### src/rtl/morse_arbiter.sv
// morse_arbiter: two-requester arbiter feeding one Morse transmitter,
// with a per-grant character cap, idle timeout and inter-message gap.
module morse_arbiter #(
  parameter int unsigned MAX_CHARS = 15,
  parameter int unsigned GAP_CHARS = 1,
  parameter int unsigned IDLE_TMO  = 255
) (
  input  logic       clock,
  input  logic       reset,
  input  logic       req0_vald,
  input  logic [7:0] req0_code,
  input  logic [3:0] req0_len,
  input  logic       req0_last,
  output logic       req0_next,
  input  logic       req1_vald,
  input  logic [7:0] req1_code,
  input  logic [3:0] req1_len,
  input  logic       req1_last,
  output logic       req1_next,
  output logic       char_vald,
  output logic [7:0] charcode_data,
  output logic [3:0] charlen_data,
  input  logic       char_next,
  output logic [1:0] grant,
  output logic       busy
);

  typedef enum logic [1:0] {
    IDLE, SEND, FETCH, GAP
  } state_t;

  localparam logic [3:0] MAX_C = 4'(MAX_CHARS);
  localparam logic [1:0] GAP_C = 2'(GAP_CHARS);
  localparam logic [7:0] TMO_C = 8'(IDLE_TMO);

  state_t     state, state_d;
  logic       vald_d;
  logic [7:0] code_d;
  logic [3:0] len_d;
  logic       last_q, last_d;
  logic [1:0] grant_d;
  logic       next0_d, next1_d;
  logic       busy_d;
  logic       ptr, ptr_d;
  logic [3:0] cnt, cnt_d;
  logic [7:0] tmo, tmo_d;
  logic [1:0] gap, gap_d;
  logic       capture, release_g;
  logic       sel1, own_vald;
  logic [7:0] src_code;
  logic [3:0] src_len;
  logic       src_last;

  // IDLE arbitrates by pointer; FETCH only listens to the owner
  assign sel1 = (state == IDLE)
              ? (req1_vald & (~req0_vald | ptr))
              : grant[1];
  assign own_vald = grant[1] ? req1_vald : req0_vald;
  assign src_code = sel1 ? req1_code : req0_code;
  assign src_len  = sel1 ? req1_len  : req0_len;
  assign src_last = sel1 ? req1_last : req0_last;

  always_comb begin
    state_d   = state;
    vald_d    = char_vald;
    code_d    = charcode_data;
    len_d     = charlen_data;
    last_d    = last_q;
    grant_d   = grant;
    next0_d   = 1'b0;
    next1_d   = 1'b0;
    ptr_d     = ptr;
    cnt_d     = cnt;
    tmo_d     = tmo;
    gap_d     = gap;
    capture   = 1'b0;
    release_g = 1'b0;
    unique case (state)
      IDLE: begin
        if (req0_vald | req1_vald) begin
          capture = 1'b1;
          grant_d = sel1 ? 2'b10 : 2'b01;
          cnt_d   = 4'd1;
        end
      end
      SEND: begin
        if (char_next) begin
          vald_d = 1'b0;
          if (last_q || cnt == MAX_C) begin
            release_g = 1'b1;
          end else begin
            state_d = FETCH;
            tmo_d   = 8'd0;
          end
        end
      end
      FETCH: begin
        if (own_vald) begin
          capture = 1'b1;
          cnt_d   = cnt + 4'd1;
        end else if (tmo + 8'd1 == TMO_C) begin
          release_g = 1'b1;
        end else begin
          tmo_d = tmo + 8'd1;
        end
      end
      GAP: begin
        if (!char_vald) begin
          vald_d = 1'b1;
        end else if (char_next) begin
          vald_d = 1'b0;
          if (gap + 2'd1 == GAP_C) begin
            state_d = IDLE;
            gap_d   = 2'd0;
          end else begin
            gap_d = gap + 2'd1;
          end
        end
      end
      default: state_d = IDLE;
    endcase
    if (capture) begin
      state_d = SEND;
      vald_d  = 1'b1;
      code_d  = src_code;
      len_d   = src_len;
      last_d  = src_last;
      next0_d = ~sel1;
      next1_d = sel1;
    end
    // pointer moves to whoever did not own the released grant
    if (release_g) begin
      state_d = (GAP_C != 2'd0) ? GAP : IDLE;
      grant_d = 2'b00;
      ptr_d   = grant[0];
      cnt_d   = 4'd0;
      tmo_d   = 8'd0;
      gap_d   = 2'd0;
      last_d  = 1'b0;
      code_d  = 8'h00;
      len_d   = 4'd0;
    end
    busy_d = (state_d != IDLE);
  end

  always_ff @(posedge clock or negedge reset) begin
    if (!reset) begin
      state         <= IDLE;
      char_vald     <= 1'b0;
      charcode_data <= 8'h00;
      charlen_data  <= 4'd0;
      last_q        <= 1'b0;
      grant         <= 2'b00;
      req0_next     <= 1'b0;
      req1_next     <= 1'b0;
      busy          <= 1'b0;
      ptr           <= 1'b0;
      cnt           <= 4'd0;
      tmo           <= 8'd0;
      gap           <= 2'd0;
    end else begin
      state         <= state_d;
      char_vald     <= vald_d;
      charcode_data <= code_d;
      charlen_data  <= len_d;
      last_q        <= last_d;
      grant         <= grant_d;
      req0_next     <= next0_d;
      req1_next     <= next1_d;
      busy          <= busy_d;
      ptr           <= ptr_d;
      cnt           <= cnt_d;
      tmo           <= tmo_d;
      gap           <= gap_d;
    end
  end

endmodule

### config.mk
export PLATFORM = sky130hd
export DESIGN_NAME = morse_arbiter
export DESIGN_NICKNAME = d
export VERILOG_FILES = /design/src/rtl/morse_arbiter.sv
export SDC_FILE = /design/constraint.sdc
export NUM_CORES = 1
export LEC_CHECK = 0
export BUFFER_PORTS_ARGS = -buffer_cell sky130_fd_sc_hd__buf_2
export CORE_AREA = 5 5 75 77
export CTS_CLUSTER_SIZE = 30
export DETAILED_ROUTE_END_ITERATION = 8
export DIE_AREA = 0 0 80 82
export HOLD_SLACK_MARGIN = 0.05
export PLACE_DENSITY = 0.67
export SYNTH_ARGS = -nofsm -noshare
export SYNTH_HDL_FRONTEND = slang
export SYNTH_SLANG_ARGS = --single-unit
### constraint.sdc
create_clock -name clock -period 5.1 [get_ports clock]
set_clock_uncertainty 0.05 [all_clocks]
set_input_delay 0.255 -clock clock [delete_from_list [all_inputs] [get_ports clock]]
set_output_delay 0.255 -clock clock [all_outputs]
set_load 0.05 [all_outputs]
==> qor.yml, run 1 <==
status:
  status: "finished clean"
clock_network:
  root_buffer: "clkbuf_8"
  cts_tree: "built"
  cts_resized: 0
  clk_latency_ns: 0.29
  cts_num_sinks: 36
  cts_setup_buffers: 0
  clk_pin_slew_ns: 0.08
  clockBufferDepth: 2
  cts_buffers: 5
  cts-htree-levels: 2
  cts_hold_buf: 1
flow_run:
  drv_cap: 0
timing:
  setup_violations: 0
  timing.setup.tns_ns: 0
  finalCriticalPeriod_ns: 2.71
  period_share: 0.531
  drv_slew: 0
  setup_ws_ns: 2.39
  tightest_slew_ns: 1.08
  hold_viol: 0
  hold_ws_ns: 0.195
  fmaxAchievable_mhz: 369
  rsz0062_at_grt: "false"
  relSlewSlack: 0.280
routing:
  met2_length_mm: 2.26
  vias: 1816
  drt_iter0_drc: 80
  avgRoutedWirePerCell_um: 13.9
  drc_errors: 0
  drt_wl_total_mm: 4.79
  m1WireLength_mm: 2.28
  drtAntennaViolNets: 0
  dr_wl_met3_um: 209
  viasPerCell: 5.26
  top_layer_used: "met4"
  dr.pass1.iters: 4
power:
  cellLeakagePower_nw: 1.20
  intPower_uw: 758
  power.density_nw_per_um2: 591
  power_switching_uw: 724
  clockPowerShare: 0.172
  switching_share: 0.488
  comb_power_share: 0.525
  vdd_drop_max_mv: 0.360
  pwr-share-seq: 0.303
placement:
  dpl_worst_slack_ns: 2.34
  place_area_sq_um: 2390
  gp_congestion: 0.811
  io_buffer_count: 48
  hpwl_mm: 3.42
logic_synthesis:
  synth.cell_area_sq_um: 2110
  synth_nets: 269
  syn_inst: 228
  netlist-cell-type-count: 49
  synth_top_area_frac: 0.428
  synth_area_per_cell_sq_um: 9.24
  yosys-top-cells-area: "dfrtp_1 (43%), ha_1 (5.9%), nor2_1 (4.8%)"
  synth_seq_area_share: 0.428
  synth_top_area_cell: "dfrtp_1"
  ys_warn_count: 0
  ys_ff_latch: 36
  synthArstFlopShare: 1.00
  synth_ff_type: "dfrtp_1"
  synth_edf_count: 0
layout:
  regArea_sq_um: 901
  layout.nets: 315
  num-fill-cells: 494
  design_area_sq_um: 2510
  area_growth_pct: 19.0
  multi_input_area_sq_um: 1110
  n_antenna_cell: 0
  layout-drive-gt1-share: 0.240
critical_path:
  worst-setup-path-type: "reg2reg"
  r2r_slack_ns: 2.39
  cp-end-kind: "register"
  cp-start-kind: "register"
  timing.rr.end: "cnt[0]"
  arrival_ns: 2.84
  r2r-start: "state[0]"
  reg2reg_depth: 7
  crit_fanout: 27
  critPathRequiredTime_ns: 5.23
floorplanning:
  core_sq_um: 4940
  fp.dieArea_sq_um: 6560
  die_width_um: 80
  start_util: 0.426
  rows: 26
  pin_count: 49
  die_height_um: 82
min_path:
  min_from: "req0_code[7]"
  worstHoldEndpoint: "charcode_data[7]"
  hold_class: "in2reg"
  hold_depth: 3
global_routing:
  antenna_found_initial: 0
  grt_pass1_vias: 1761
  grt_pass1_wl_mm: 8.16
  grt_max_degree: 37
  grt.overflow.total: 0
  grt_usage: 0.158
[cell usage after synthesis, types with 4 or more instances]
master / instances
dfrtp_1: 36
nor2_1: 27
nand2_1: 18
o22ai_1: 15
nor3_1: 13
inv_1: 12
a21oi_1: 10
ha_1: 10
o21ai_0: 9
nand3_1: 8
clkbuf_1: 6
a22o_1: 4
[power by group through the flow]
stage,sequential (mW),clock (mW),combinational [mW]
2_1_floorplan,0.689,0,0.367
3_3_place_gp,0.453,0,0.775
3_5_place_dp,0.453,0,0.781
4_1_cts,0.449,0.262,0.784
5_1_grt,0.463,0.274,0.852
6_report,0.449,0.255,0.779
[cell families (layout without fill, tap and decap cells)]
family	Yosys count	count (layout)	share of synthesized area
fa+ha+maj	10	10	0.0594
compound gates	65	65	0.225
mux	5	5	0.0279
xor+xnor	1	1	0.00416
flops	36	36	0.428
simple gates	89	89	0.211
buf+inv	22	69	0.0445
[registers in the layout (all words and copies together) (netlist names)]
register and count:
state 2, grant 2, ptr 1, req0_next 1
charlen_data 4, busy 1, tmo 8, cnt 4
req1_next 1, charcode_data 8, char_vald 1, gap 2
last_q 1
[cell type report]
class                   count  area share
repair buffers             49      0.0998
clock buffers               5      0.0274
well taps                  70      0.0349
inverters                  12      0.0180
multi-input cells         170       0.444
flip-flops and latches     36       0.359
clock inverters             3      0.0170
[per-stage QoR]
step,utilization,power [mW],std cells
final,0.507,1.48,345
after global routing,0.507,1.59,345
after CTS,0.507,1.49,345
after detailed placement,0.483,1.23,336
after global placement,0.483,1.23,336
after floorplan,-,1.06,228
[layer usage]
| layer | track usage | vias up |
|---|---|---|
| met5 | 0 | - |
| met1 | 0.202 | 848 |
| met2 | 0.261 | 39 |
| met3 | 0.0329 | 2 |
| met4 | 0.0642 | 0 |
| li1 | - | 927 |
[critical path, cell delays in order, from the launching register on]
cell and delay, ns:
dfrtp_1 0.44, inv_1 0.16, ha_1 0.34, nor2b_1 0.21, mux2i_1 0.14, o31ai_4 0.94, a21oi_1 0.07, o22a_1 0.25
[cells in the final DEF (no fill, tap or decap), types with 2 or more instances in the layout]
cell type and n:
a311oi_1 2, o211ai_1 2, inv_1 12, mux2i_1 3
clkbuf_8 5, ha_1 10, a31oi_1 2, nand2b_1 2
and2_1 3, nand4_1 2, nand4b_1 2, nand3_1 8
o21ai_0 9, and3_1 3, buf_2 48, o31ai_1 3
a21oi_1 10, dfrtp_1 36, a21o_1 2, and4b_1 2
a22o_1 4, nor3_1 13, and4_1 2, nand2_1 18
nor2b_1 3, a211o_1 2, o21a_1 2, o22ai_1 15
nor2_1 27
[how the worst max path moves through the flow]
stage,startpoint,endpoint,slack [ns],cells past startpoint
3_3_place_gp,state[0],cnt[0],2.46,7
2_1_floorplan,state[0],tmo[1],3.02,8
3_5_place_dp,state[0],tmo[7],2.34,6
4_1_cts,state[0],tmo[7],2.34,6
5_1_grt,state[0],tmo[7],2.14,6
6_report,state[0],cnt[0],2.39,7
(Power assumes the default switching activity.)
==> run 2: changes to the inputs <==
clock period = 2.7 ns   (was 5.1 ns; I/O delays follow)
==> run 2 against run 1 <==
  * Hold slack lost 0.12 ns
  * Combinational power increased by 94%
  * Sequential share of layout area down 0.50 points
  * Core utilization up 0.71 points
  * Die area stayed put
  * Routed wire length rose by 0.90%
  * Setup slack worse by 2.0 ns
  * Cell area is 1.4% higher
  * Sequential cell count unchanged
  * Clock power grew 87%
  * Register-to-register slack worse by 2.0 ns
  * Critical path type unchanged
  * Largest power group unchanged
  * Highest routed layer unchanged
==> qor.yml, run 2 (synthesis results as in run 1) <==
global_routing:
  grt_pass1_vias: 1798  # +2.1%
  grt_usage: 0.165  # +0.00676
  grt_pass1_wl_mm: 8.50  # +4.2%
  antenna_found_initial: 0  # unchanged
  grt.overflow.total: 0  # unchanged
  grt_max_degree: 37  # unchanged
clock_network:
  clockBufferDepth: 2  # unchanged
  cts_setup_buffers: 0  # unchanged
  cts_hold_buf: 1  # unchanged
  clk_latency_ns: 0.29  # about the same
  clk_pin_slew_ns: 0.08  # about the same
  cts_buffers: 5  # unchanged
  cts_tree: "built"
  root_buffer: "clkbuf_8"
  cts_num_sinks: 36  # unchanged
  cts-htree-levels: 2  # unchanged
  cts_resized: 0  # unchanged
placement:
  hpwl_mm: 3.54  # +3.5%
  dpl_worst_slack_ns: 0.401  # -1.94 ns
  io_buffer_count: 48  # unchanged
  gp_congestion: 0.836  # +3.1%
routing:
  vias: 1844  # +1.5%
  dr.pass1.iters: 4  # unchanged
  drtAntennaViolNets: 0  # unchanged
  viasPerCell: 5.30  # +0.67%
  drt_wl_total_mm: 4.83  # +0.90%
  avgRoutedWirePerCell_um: 13.9  # about the same
  drt_iter0_drc: 139  # +74%
  drc_errors: 0  # unchanged
critical_path:
  cp-end-kind: "register"
  arrival_ns: 2.44  # -0.40 ns
  cp-start-kind: "register"
  worst-setup-path-type: "reg2reg"
  crit_fanout: 9  # -67%
  critPathRequiredTime_ns: 2.82  # -2.41 ns
power:
  cellLeakagePower_nw: 1.22  # +1.5%
  total_power_mw: 2.83  # +91%
  vdd_drop_max_mv: 0.564  # +57%
  power.density_nw_per_um2: 1110  # +88%
floorplanning:
  start_util: 0.426  # unchanged
  core_sq_um: 4940  # unchanged
  fp.dieArea_sq_um: 6560  # unchanged
  rows: 26  # unchanged
  die_height_um: 82  # unchanged
  pin_count: 49  # unchanged
  die_width_um: 80  # unchanged
layout:
  reg.largest.list: "charcode_data x8, tmo x8"
  area_growth_pct: 20.7
  layout_common_cells: "buf_2 (48), dfrtp_1 (36), nor2_1 (27)"
  layout-drive-gt1-share: 0.248  # +0.00820
  final_common_cell: "buf_2"
  n_antenna_cell: 0  # unchanged
  layout.nets: 318  # +0.95%
timing:
  tightest_slew_ns: 0.807  # -0.273 ns
  drv_slew: 0  # unchanged
  setup_ws_ns: 0.387  # -2.00 ns
  fmaxAchievable_mhz: 432  # +17%
  finalCriticalPeriod_ns: 2.31  # -0.396 ns
  period_share: 0.857  # +0.325
  hold_ws_ns: 0.0761  # -0.118 ns
  rsz0062_at_grt: "false"
  relSlewSlack: 0.462  # +0.182
  setup_violations: 0  # unchanged
  hold_viol: 0  # unchanged
  timing.setup.tns_ns: 0  # unchanged
min_path:
  hold_class: "in2reg"
flow_run:
  drv_cap: 0  # unchanged
status:
  status: "finished clean"
[run 2: cell count changes in the layout (fill, tap and decap cells not counted)]
cell / change
buf_4: +2
buf_12: +1
[run 2: critical path, stage by stage (launching register included)]
cell and delay, ns:
dfrtp_1 0.44, inv_1 0.16, ha_1 0.33, nor2b_1 0.21
mux2i_1 0.15, o31a_1 0.42, o21a_1 0.16, a211o_1 0.29
[run 2: path summary, 6_finish.rpt]
path                                    from                to  slack (ns)  depth (start not counted)
worst min-delay path            req0_code[7]  charcode_data[7]        0.08                          3
min in group asynchronous              reset  charcode_data[3]        0.41                          2
max in group asynchronous              reset         char_vald        1.67                          2
worst min register to register      grant[0]               ptr        0.45                          2
worst max-delay path                state[0]            tmo[2]        0.39                          7
worst max register to register      state[0]            tmo[2]        0.39                          7
[run 2: final cells by class]
class                           instances  area (sq um)
Clock buffer                            5          68.8
Clock inverter                          3          42.5
Fill cell                             504          2400
Inverter                               12          45.0
Multi-Input combinational cell        170          1110
Sequential cell                        36           901
Tap cell                               70          87.6
Timing Repair Buffer                   52           285
[run 2: layer usage]
metal,global-route usage,wire length [um],vias up
li1,-,-,935
met1,0.222,2310,872
met2,0.261,2290,32
met3,0.0406,182,5
met4,0.0524,52,0
met5,0,0,-
[run 2: where the power goes]
group | switching (mW) | internal, mW | total, mW
combinational | 1.04 | 0.469 | 1.51
clock | 0.204 | 0.273 | 0.477
sequential | 0.125 | 0.720 | 0.844
total | 1.37 | 1.46 | 2.83
[run 2: per-stage QoR]
| step | cell area, sq um | instances | utilization |
|---|---|---|---|
| after global placement | 2420 | 339 | 0.490 |
| after detailed placement | 2420 | 339 | 0.490 |
| final | 2540 | 348 | 0.514 |
| after CTS | 2540 | 348 | 0.514 |
| after global routing | 2540 | 348 | 0.514 |
| after floorplan | 2110 | 228 | - |
==> run 3: changes to the inputs <==
CORE_AREA = 5 5 84 86   (was 5 5 75 77)
CTS_CLUSTER_SIZE = unset   (was 30)
DIE_AREA = 0 0 89 91   (was 0 0 80 82)
PLACE_DENSITY = unset   (was 0.67)
==> run 3 against run 2 <==
  * Cell area down 0.15%
  * Largest power group unchanged
  * Highest routed layer unchanged
  * Global-route usage down 3.2 points
  * Sequential power up 0.9%
==> qor.yml, run 3 (synthesis results as in run 1) <==
layout:
  multi_input_area_sq_um: 1110  # unchanged
  reg.largest.list: "charcode_data x8, tmo x8"
  regArea_sq_um: 901  # unchanged
  final_common_cell: "buf_2"
  area_growth_pct: 20.5
  layout.nets: 320  # +0.63%
  layout-drive-gt1-share: 0.251  # +0.00269
  utilization: 0.409  # -0.105
  layout_common_cells: "buf_2 (48), dfrtp_1 (36), nor2_1 (27)"
  n_antenna_cell: 0  # unchanged
  num-fill-cells: 612  # +21%
power:
  switching_share: 0.491  # +0.00770
  cellLeakagePower_nw: 1.23  # +0.32%
  comb_power_share: 0.543  # +0.010
  total_power_mw: 2.78  # -1.7%
  power.density_nw_per_um2: 1100  # -1.5%
  power_switching_mw: 1.37  # -0.10%
  intPower_mw: 1.42  # -3.1%
  vdd_drop_max_mv: 0.564  # about the same
  clockPowerShare: 0.150  # -0.019
  pwr-share-seq: 0.306  # +0.008
routing:
  dr.pass1.iters: 4  # unchanged
  drtAntennaViolNets: 0  # unchanged
  viasPerCell: 5.21  # -1.8%
  drt_iter0_drc: 82  # -41%
  drc_errors: 0  # unchanged
  avgRoutedWirePerCell_um: 14.2  # +2.5%
  drt_wl_total_mm: 5.06  # +4.8%
  vias: 1853  # +0.49%
clock_network:
  cts_resized: 0  # unchanged
  cts_setup_buffers: 0  # unchanged
  cts_buffers: 5  # unchanged
  cts-htree-levels: 2  # unchanged
  cts_tree: "built"
  clockBufferDepth: 2  # unchanged
  cts_hold_buf: 1  # unchanged
  clk_latency_ns: 0.29  # about the same
  cts_num_sinks: 36  # unchanged
  root_buffer: "clkbuf_8"
  clk_pin_slew_ns: 0.07  # about the same
placement:
  hpwl_mm: 3.75  # +6.0%
  io_buffer_count: 48  # unchanged
  gp_congestion: 0.785  # -6.1%
critical_path:
  path_cells: "inv_1 -> ha_1 -> nor2b_1 -> mux2i_1 -> o31a_1 -> o21a_1 -> a211o_1"
  cp-start-kind: "register"
  crit_slowest_cell: "dfrtp_1"
  crit_fanout: 9  # unchanged
  arrival_ns: 2.41  # -0.03 ns
  crit_path_start: "state[0]"
  worst-setup-path-type: "reg2reg"
  critPathRequiredTime_ns: 2.82  # about the same
  cp-end-kind: "register"
  critPathMaxStageDelay_ns: 0.43  # about the same
  r2r-start: "state[0]"
timing:
  finalCriticalPeriod_ns: 2.29  # -0.0234 ns
  period_share: 0.848  # -0.00866
  tightest_slew_ns: 0.802  # -0.00492 ns
  setup_violations: 0  # unchanged
  rsz0062_at_grt: "false"
  relSlewSlack: 0.465  # +0.00328
  hold_viol: 0  # unchanged
  timing.setup.tns_ns: 0  # unchanged
  drv_slew: 0  # unchanged
  fmaxAchievable_mhz: 437  # +1.0%
floorplanning:
  pin_count: 49  # unchanged
  start_util: 0.340  # -0.0865
  die_height_um: 91  # +11%
  rows: 29  # +12%
  core_sq_um: 6200  # +25%
  fp.dieArea_sq_um: 8100  # +23%
  die_width_um: 89  # +11%
global_routing:
  grt_pass1_vias: 1889  # +5.1%
  antenna_found_initial: 0  # unchanged
  grt_max_degree: 37  # unchanged
  grt_usage: 0.133  # -0.0317
  grt_pass1_wl_mm: 8.67  # +2.0%
  grt.overflow.total: 0  # unchanged
status:
  status: "finished clean"
min_path:
  hold_class: "in2reg"
  min_from: "req0_code[0]"
flow_run:
  drv_cap: 0  # unchanged
[run 3: cell count changes in the layout (fill, tap and decap cells not counted), sizes merged]
| cell | change |
|---|---|
| clkinv | -1 |
| bufinv | -1 |
| clkinvlp | -1 |
| buf | +2 |
| clkbuf | +2 |
[run 3: final cells by class]
class / instances / share of cell area
multi-input cells: 170 / 0.438
flip-flops and latches: 36 / 0.355
repair buffers: 54 / 0.113
clock buffers: 7 / 0.0379
well taps: 77 / 0.0379
inverters: 12 / 0.0177
[run 3: stage by stage]
stage / cell area, sq um / std cells / hold WS, ns / worst slack (ns)
after global placement: 2430 / 348 / 0.230 / 0.527
after floorplan: 2110 / 228 / -0.211 / 0.619
after global routing: 2540 / 356 / 0.0917 / 0.231
after CTS: 2540 / 356 / 0.0743 / 0.404
after detailed placement: 2430 / 348 / 0.230 / 0.415
final: 2540 / 356 / 0.0846 / 0.410
[run 3: layer usage]
layer / wire, um / share of wire / GRT usage
met3: 300 / 0.059 / 0.0344
met1: 2390 / 0.47 / 0.183
met5: 0 / 0 / 0
met2: 2310 / 0.46 / 0.205
met4: 72 / 0.014 / 0.0422
[run 3: path summary, 6_finish.rpt]
kind	to	slack, ns	cells past startpoint
setup / recovery	tmo[2]	0.41	7
hold / removal	charcode_data[0]	0.08	3
setup reg to reg	tmo[2]	0.41	7
hold reg to reg	ptr	0.44	2
max in group asynchronous	gap[1]	1.66	2
min in group asynchronous	tmo[4]	0.43	2
[run 3: worst max-delay path: cells and delay by family, from the launching register on]
family | cells | cell delay [ns]
compound gates | 3 | 0.85
fa+ha+maj | 1 | 0.33
buf+inv | 1 | 0.17
flops | 1 | 0.43
mux | 1 | 0.15
simple gates | 1 | 0.21
[run 3: power groups by stage]
stage          clock network [mW]  registers, mW  logic [mW]
6_report                    0.419          0.852        1.51
5_1_grt                     0.454          0.881        1.66
4_1_cts                     0.433          0.852        1.53
3_5_place_dp                    0          0.857        1.52
3_3_place_gp                    0          0.857        1.51
2_1_floorplan                   0           1.30       0.693
